==> src/rtl/sum_uart_pkg.sv <==
// Shared definitions for the sum UART transmitter: FSM state type and
// framing constants used by the top level and its interface.
package sum_uart_pkg;

    typedef enum logic [2:0] {
        IDLE,
        START,
        DATA,
        PARITY,
        STOP
    } uart_state_t;

    localparam int   FRAME_DATA_BITS = 8;
    localparam logic TX_IDLE_LEVEL   = 1'b1;

endpackage

==> src/rtl/sum_uart_tx_if.sv <==
// Valid/ready handshake carrying one adder sum into the transmitter.
interface sum_uart_tx_if;
    import sum_uart_pkg::*;

    logic [FRAME_DATA_BITS-1:0] in_data;
    logic                       in_valid;
    logic                       in_ready;

    modport master (output in_data, output in_valid, input in_ready);
    modport slave  (input in_data, input in_valid, output in_ready);

endinterface

==> src/rtl/uart_bit_timer.sv <==
// Free-running bit-period counter; expire marks the last cycle of a bit.
module uart_bit_timer #(
    parameter int unsigned CLKS_PER_BIT = 4
) (
    input  logic clk,
    input  logic rst,
    input  logic clear,
    output logic expire
);
    localparam int CNT_W = (CLKS_PER_BIT > 1) ? $clog2(CLKS_PER_BIT) : 1;

    logic [CNT_W-1:0] cnt;

    assign expire = (cnt == CNT_W'(CLKS_PER_BIT - 1));

    // Count 0..CLKS_PER_BIT-1 and wrap; held at zero while cleared.
    always_ff @(posedge clk) begin
        if (rst || clear || expire) begin
            cnt <= '0;
        end else begin
            cnt <= cnt + 1'b1;
        end
    end

endmodule

==> src/rtl/sum_uart_tx.sv <==
// Serial output stage for the operand adder: accepts each 8-bit sum over
// valid/ready and sends start, 8 data bits LSB first, optional even parity
// and one stop bit on tx. At chip level in_data is the adder sum, in_valid
// is the ui_in strobe bit and tx drives uo_out[0].
module sum_uart_tx
    import sum_uart_pkg::*;
#(
    parameter int unsigned CLKS_PER_BIT = 4,
    parameter int          PARITY_EN    = 0
) (
    input  logic         clk,
    input  logic         rst,
    sum_uart_tx_if.slave in_if,
    output logic         tx,
    output logic         busy,
    output logic         frame_done
);
    uart_state_t                state, state_next;
    logic [FRAME_DATA_BITS-1:0] shift, shift_next;
    logic [2:0]                 idx, idx_next;
    logic                       parity, parity_next;
    logic                       tx_next, busy_next, done_next;
    logic                       expire;

    // Ready is a pure decode of the state register, masked by reset.
    assign in_if.in_ready = (state == IDLE) && !rst;

    uart_bit_timer #(.CLKS_PER_BIT(CLKS_PER_BIT)) u_timer (
        .clk    (clk),
        .rst    (rst),
        .clear  (state == IDLE),
        .expire (expire)
    );

    // Next-state and next-output decode; outputs are derived from the next
    // state so tx/busy/frame_done can be registered without extra latency.
    always_comb begin
        state_next  = state;
        shift_next  = shift;
        idx_next    = idx;
        parity_next = parity;
        done_next   = 1'b0;
        unique case (state)
            IDLE: begin
                if (in_if.in_valid && in_if.in_ready) begin
                    state_next  = START;
                    shift_next  = in_if.in_data;
                    parity_next = ^in_if.in_data;
                    idx_next    = '0;
                end
            end
            START: begin
                if (expire) state_next = DATA;
            end
            DATA: begin
                if (expire) begin
                    shift_next = shift >> 1;
                    idx_next   = idx + 3'd1;
                    if (idx == 3'(FRAME_DATA_BITS - 1)) begin
                        state_next = (PARITY_EN != 0) ? PARITY : STOP;
                    end
                end
            end
            PARITY: begin
                if (expire) state_next = STOP;
            end
            STOP: begin
                if (expire) begin
                    state_next = IDLE;
                    done_next  = 1'b1;
                end
            end
            default: state_next = IDLE;
        endcase

        tx_next = TX_IDLE_LEVEL;
        case (state_next)
            START:   tx_next = 1'b0;
            DATA:    tx_next = shift_next[0];
            PARITY:  tx_next = parity_next;
            default: tx_next = TX_IDLE_LEVEL;
        endcase
        busy_next = (state_next != IDLE);
    end

    // State, datapath and registered outputs; reset aborts any frame.
    always_ff @(posedge clk) begin
        if (rst) begin
            state      <= IDLE;
            shift      <= '0;
            idx        <= '0;
            parity     <= 1'b0;
            tx         <= TX_IDLE_LEVEL;
            busy       <= 1'b0;
            frame_done <= 1'b0;
        end else begin
            state      <= state_next;
            shift      <= shift_next;
            idx        <= idx_next;
            parity     <= parity_next;
            tx         <= tx_next;
            busy       <= busy_next;
            frame_done <= done_next;
        end
    end

endmodule

==> src/flat_wrapper.sv <==
// flat-port wrapper written by rule: the top's interface ports become plain ports
module sum_uart_tx_flat import sum_uart_pkg::*;
#(
    parameter int unsigned CLKS_PER_BIT = 4,
    parameter int          PARITY_EN    = 0
)
  (clk, rst, tx, busy, frame_done, in_if_in_data, in_if_in_valid, in_if_in_ready);
  sum_uart_tx_if in_if_i ();
  input  logic clk;
  input  logic rst;
  output logic tx;
  output logic busy;
  output logic frame_done;
  input wire logic [$bits(in_if_i.in_data)-1:0] in_if_in_data;
  input wire logic [$bits(in_if_i.in_valid)-1:0] in_if_in_valid;
  output wire logic [$bits(in_if_i.in_ready)-1:0] in_if_in_ready;
  assign in_if_i.in_data = in_if_in_data;
  assign in_if_i.in_valid = in_if_in_valid;
  assign in_if_in_ready = in_if_i.in_ready;
  sum_uart_tx #(.CLKS_PER_BIT(CLKS_PER_BIT), .PARITY_EN(PARITY_EN)) u_core (.clk(clk), .rst(rst), .in_if(in_if_i), .tx(tx), .busy(busy), .frame_done(frame_done));
endmodule
==> config.mk <==
export PLATFORM = sky130hd
export DESIGN_NAME = sum_uart_tx_flat
export DESIGN_NICKNAME = d
export VERILOG_FILES = /design/src/rtl/sum_uart_pkg.sv /design/src/rtl/sum_uart_tx_if.sv /design/src/rtl/uart_bit_timer.sv /design/src/rtl/sum_uart_tx.sv /design/src/flat_wrapper.sv
export SDC_FILE = /design/constraint.sdc
export NUM_CORES = 1
export LEC_CHECK = 0
export BUFFER_PORTS_ARGS = -buffer_cell sky130_fd_sc_hd__buf_2
export CAP_MARGIN = 20
export CORE_MARGIN = 3
export CORE_UTILIZATION = 50
export CTS_CLUSTER_SIZE = 30
export DETAILED_ROUTE_END_ITERATION = 10
export PLACE_DENSITY = 0.79
export SYNTH_ARGS = -nofsm -noshare
export SYNTH_HDL_FRONTEND = slang
export SYNTH_HIERARCHICAL = 1
export SYNTH_SLANG_ARGS = --single-unit
export TNS_END_PERCENT = 30
==> constraint.sdc <==
create_clock -name clk -period 1.6 [get_ports clk]
set_input_delay 0.32 -clock clk [delete_from_list [all_inputs] [get_ports clk]]
set_output_delay 0.32 -clock clk [all_outputs]
set_load 0.01 [all_outputs]
======== Word level (Yosys, flattened, before mapping) ========
Cells that the tools add are included.
cells by class
  eq/ne operators ......................... 11
  bitwise logic cells ..................... 1
  $add $sub $neg .......................... 2
  muxes and demuxes ....................... 17
  reductions and logical operators ........ 11
operators with widths
  kind                                                   number
  two-way mux 3 bit                                      8
  two-way mux 8 bit                                      2
  one-hot mux 8 bit (2 select lines)                     1
  one-hot mux 3 bit (5 select lines)                     1
  == test 3 x 2 -> 1 bit, second input constant          4
  parity 8 bit                                           1
  == test 3 x 1 -> 1 bit, second input constant          2
  == test 3 bit, second input constant                   2
  one-hot mux 3 bit (2 select lines)                     1
  adder 3 x 1 -> 3 bit, second input constant            1
  logical NOT 3 bit                                      1
  two-way mux 1 bit                                      3
  one-hot mux 1 bit (3 select lines)                     1
  AND reduction 3 bit                                    1
  nonzero test 3 bit                                     1
  adder 2 x 1 -> 2 bit, second input constant            1
  == test 2 bit, second input constant                   1
  logical AND 1 bit                                      2
  logical OR 1 bit                                       2
  inequality test 2 x 1 -> 1 bit, second input constant  1
  inequality test 2 bit, second input constant           1
  nonzero test 2 bit                                     1
  OR reduction 2 bit                                     1
  logical NOT 1 bit                                      1
  inverter 1 bit                                         1
word-level totals
  logic and storage cells ................. 51
  input port bits ......................... 11
  register bits after elaboration ......... 20
  output and inout port bits .............. 4

======== Longest topological paths before layout ========
  depth after elaboration ................. 7
  gate-level depth with buffers ........... 6
  depth with buffers taken out ............ 6

======== Cells and area by module ========
Netlist, hierarchy kept.
by module, submodules not included
  module          sequential area each (um^2)  area each (um^2)  times used  cells each
  sum_uart_tx     360.3                        942.2             1           102
  uart_bit_timer  40.0                         80.1              1           5

======== Least setup slack after synthesis ========
No wires, ideal clock.
  path type ............................... register to register
  from .................................... register u_core.u_timer.cnt[0]
  to ...................................... register u_core.shift[7]
  arrival ................................. 1.350 ns
  period minus slack after synthesis ...... 1.478 ns
  data required time ...................... 1.472 ns
  library setup time ...................... 0.128 ns
  buffers on the path ..................... 1
  cell stages (with the launch flop) ...... 7
  slack ................................... 0.122 ns
  cells stage by stage .................... dfxtp_1 ha_1 nor4bb_4 buf_2 a211oi_1 a21oi_1 nor2_1
between the ends
  longest elaborated chain between the ends .. 3
RTL lines
  what                             RTL line              RTL
  from (decl)                      uart_bit_timer.sv:12  logic [CNT_W-1:0] cnt;
  from (signal assigned)           uart_bit_timer.sv:21  cnt <= cnt + 1'b1;
  == test 2 bit                    uart_bit_timer.sv:14  assign expire = (cnt == CNT_W'(CLKS_PER_BIT - 1));
  net u_core.expire                sum_uart_tx.sv:23     logic expire;
  inequality test 2 bit (no line)  -
  AND reduction 3 bit (no line)    -
  to (signal assigned)             sum_uart_tx.sv:98     shift <= shift_next;
  to (decl)                        sum_uart_tx.sv:19     logic [FRAME_DATA_BITS-1:0] shift, shift_next;
The timed path passes the listed nets, and every way through them passes these cells.
A chain may end at the register's enable or synchronous reset.

======== Final worst setup path ========
  from .................................... register u_core.state[0]
  to ...................................... output in_if_in_ready
between the ends
  longest elaborated chain between the ends .. 2
RTL lines
  what                    RTL line            RTL
  from (decl)             sum_uart_tx.sv:18   uart_state_t state, state_next;
  from (signal assigned)  sum_uart_tx.sv:97   state <= state_next;
  logical NOT 3 bit       sum_uart_tx.sv:26   assign in_if.in_ready = (state == IDLE) && !rst;
  logical AND 1 bit       sum_uart_tx.sv:26
  to (decl)               flat_wrapper.sv:16  output wire logic [$bits(in_if_i.in_ready)-1:0] in_if_in_ready;
No other way between the ends.

==> run metrics <==
maximum vdd drop 583.3 uV; Synth-to-Final Area Change 19.09%; type of the most critical hold path in -> reg; Final Hold Fails 0; Synth warnings 6; critical path, cell by cell buf_4, nor4_2, buf_2; Sequential Area 404.1 um^2; # DRC 0; Leak 0.4696 nW; Post-synth top cells 20 x dfxtp_1, 10 x a21oi_1, 9 x nand2_1, 9 x nor2_1, 7 x xnor2_1; post-layout min period 1529 ps; adder-cell share of the synthesized area 3.672%; Num CTS Buffers 3; number of enable flip-flop cells after synthesis 0; crit path max-delay cell type dfxtp_2; count of final setup violators 0; clk root buf clkbuf_4; CP peak stage delay 390 ps; fill count 151; io pins 15; Simple-Gate Fraction of Synth Area 23.26%; Vias/cell 5.435; fmax 0.6542 GHz; Tcrit/Tclk final 95.53%; Synth Area in Compound Gates 19.83%; Post-Synth XOR/XNOR Area 5.998%; Clock Latency Late Sink 300 ps; vias in the first global route 811; top cells by area, synth dfxtp_1 39%, xnor2_1 6.0%, a21oi_1 4.9%; Setup crit end kind output pin; Slew headroom 79.07%; RSZ-0062 raised after global routing no; largest family of logic cells by synthesized area simple AND/OR/NAND/NOR gates; top-area cell type share of the netlist area 39.17%; clk sinks 20; largest net degree at the start of global routing 17; Synth Instances 107; netlist area before placement 1022 um^2; n_diodes 0; Final Skew 9.724 ps; DRT iter0 DRCs 29; first-pass GRT wire length 3429 um; Routed Antenna Nets 0; post-synth top area cell dfxtp_1; CP Buf/Inv Count 2; post-synthesis async set-or-reset flop share 0%; CP arrival 1210 ps; Worst Path Required 1280 ps; top-count cell post-synth dfxtp_1; drt total wl 2069 um; initial antenna violation count 0; TritonRoute pass-1 iters 4; Startpoint Class register; Placeable Area 1821 um^2; status completed; register area share after synthesis 39.17%; Fin Setup TNS 0 ps; Final Instance Area 1217 um^2; CTS HTree Levels 1; Syn Area/Cell 9.554 um^2; max-slew violation count 0; mux cell area share after synthesis 0.9792%; Syn Nets 121; #FFs+latches synth 20; CTS tree yes; Die ar. 2623 um^2; chip width 51.22 um; DP HPWL 1587 um; post-synth cell types 38; multi-input logic area 561.8 um^2; maximum fanout along the worst path 6; max_cap viols 0; Main synth FF type dfxtp_1; layout net count 144; hold_buf cts 0; # port buffers 14; critical setup path kind reg -> out; actual slew at the worst max-slew pin 312.9 ps; Rows 15; Clock transition at path regs 120 ps; critical path's top delay family flip-flops; DR WL/cell 13.44 um; routability congestion estimate 0.8447; Starting Density 56.15%; Post-DP Area 1149 um^2; clock buffer depth 2; pwr/cell area 894.4 nW/um^2; grt total ovfl 0; share of layout cells above drive strength 1 31.78%; die height 51.22 um; GR Util All Layers 17.39%; total number of vias 837
[layout make-up]
cell class	count	share of cell area, %
clock inverter	1	2.467
clock buffer	3	1.850
inverter	4	1.233
tap	25	2.569
timing repair buffer	25	12.54
sequential	20	33.20
multi-input combinational	76	46.15
[state kept, by name (all words and copies together) (netlist names)]
signal / cells
u_core/busy: 1
u_core/frame_done: 1
u_core/idx: 3
u_core/tx: 1
u_core/shift: 8
u_core/u_timer/cnt: 2
u_core/state: 3
u_core/parity: 1
[metal layers]
| layer | wire length, um | track usage, % | vias to the layer above | share of wire, % |
|---|---|---|---|---|
| li1 | - | - | 427 | - |
| met1 | 912 | 20.80 | 385 | 44 |
| met2 | 1008 | 29.18 | 21 | 49 |
| met3 | 118 | 4.082 | 4 | 5.7 |
| met4 | 29 | 8.297 | 0 | 1.4 |
| met5 | 0 | 0 | - | 0 |
[worst register-to-register path, stage by stage (launching register included)]
cell and delay [ps]:
dfxtp_1 340, ha_1 260, nor4bb_4 180, buf_4 180
or3b_1 350, a21oi_1 150
[where the power goes]
part | total [mW] | switching, mW | internal, mW
combinational | 0.152 | 0.0782 | 0.0739
clock | 0.404 | 0.151 | 0.253
sequential | 0.533 | 0.0143 | 0.518
[kinds of logic (layout without fill, tap and decap cells)]
family / Yosys count / after routing
simple gates: 35 / 35
compound gates: 30 / 30
flops: 20 / 20
buf+inv: 11 / 33
xor+xnor: 7 / 7
fa+ha+maj: 3 / 3
mux: 1 / 1
[what timing repair did]
item                       4_1_cts  5_1_grt
resized for setup                1        5
setup endpoints to repair        1        8
buffers inserted                 0        0
pin swaps                        0        1
[placed cells by master, fill, tap and decap left out, drive strengths merged]
cell	n
a21o	1
and2	2
a211oi	2
a31oi	1
nor3	2
nand2	9
nor2b	2
nor3b	1
dfxtp	20
a22oi	6
and4	1
o211ai	3
nand4bb	1
o21ai	3
nor4b	2
buf	25
nor2	9
and4bb	1
ha	3
or3b	1
xnor2	7
o22a	1
a22o	1
nand3b	1
inv	4
mux2i	1
nor4	2
bufinv	1
o32a	1
clkbuf	3
nor4bb	1
a21oi	11
[final timing paths]
kind,start,to,slack (ps),depth (start not counted)
worst max-delay path,u_core/state[0],in_if_in_ready,70,3
worst min-delay path,in_if_in_data[7],u_core/shift[7],270,3
worst max register to register,u_core/u_timer/cnt[0],u_core/idx[2],90,5
worst min register to register,u_core/u_timer/cnt[0],u_core/u_timer/cnt[0],440,1
[stage by stage]
stage	std cells	utilization (%)	hold WS, ps	power [mW]	setup WS [ps]
global placement	150	63.09	414.7	0.6867	119.1
detailed placement	150	63.09	430.9	0.6918	97.13
floorplan	107	-	393.5	0.6418	122.2
finish	154	66.87	269.4	1.089	71.45
global route	154	66.87	266.7	1.144	7.899
CTS	154	66.05	265.0	1.097	5.685
No activity file was read; power rests on OpenSTA's default activity.
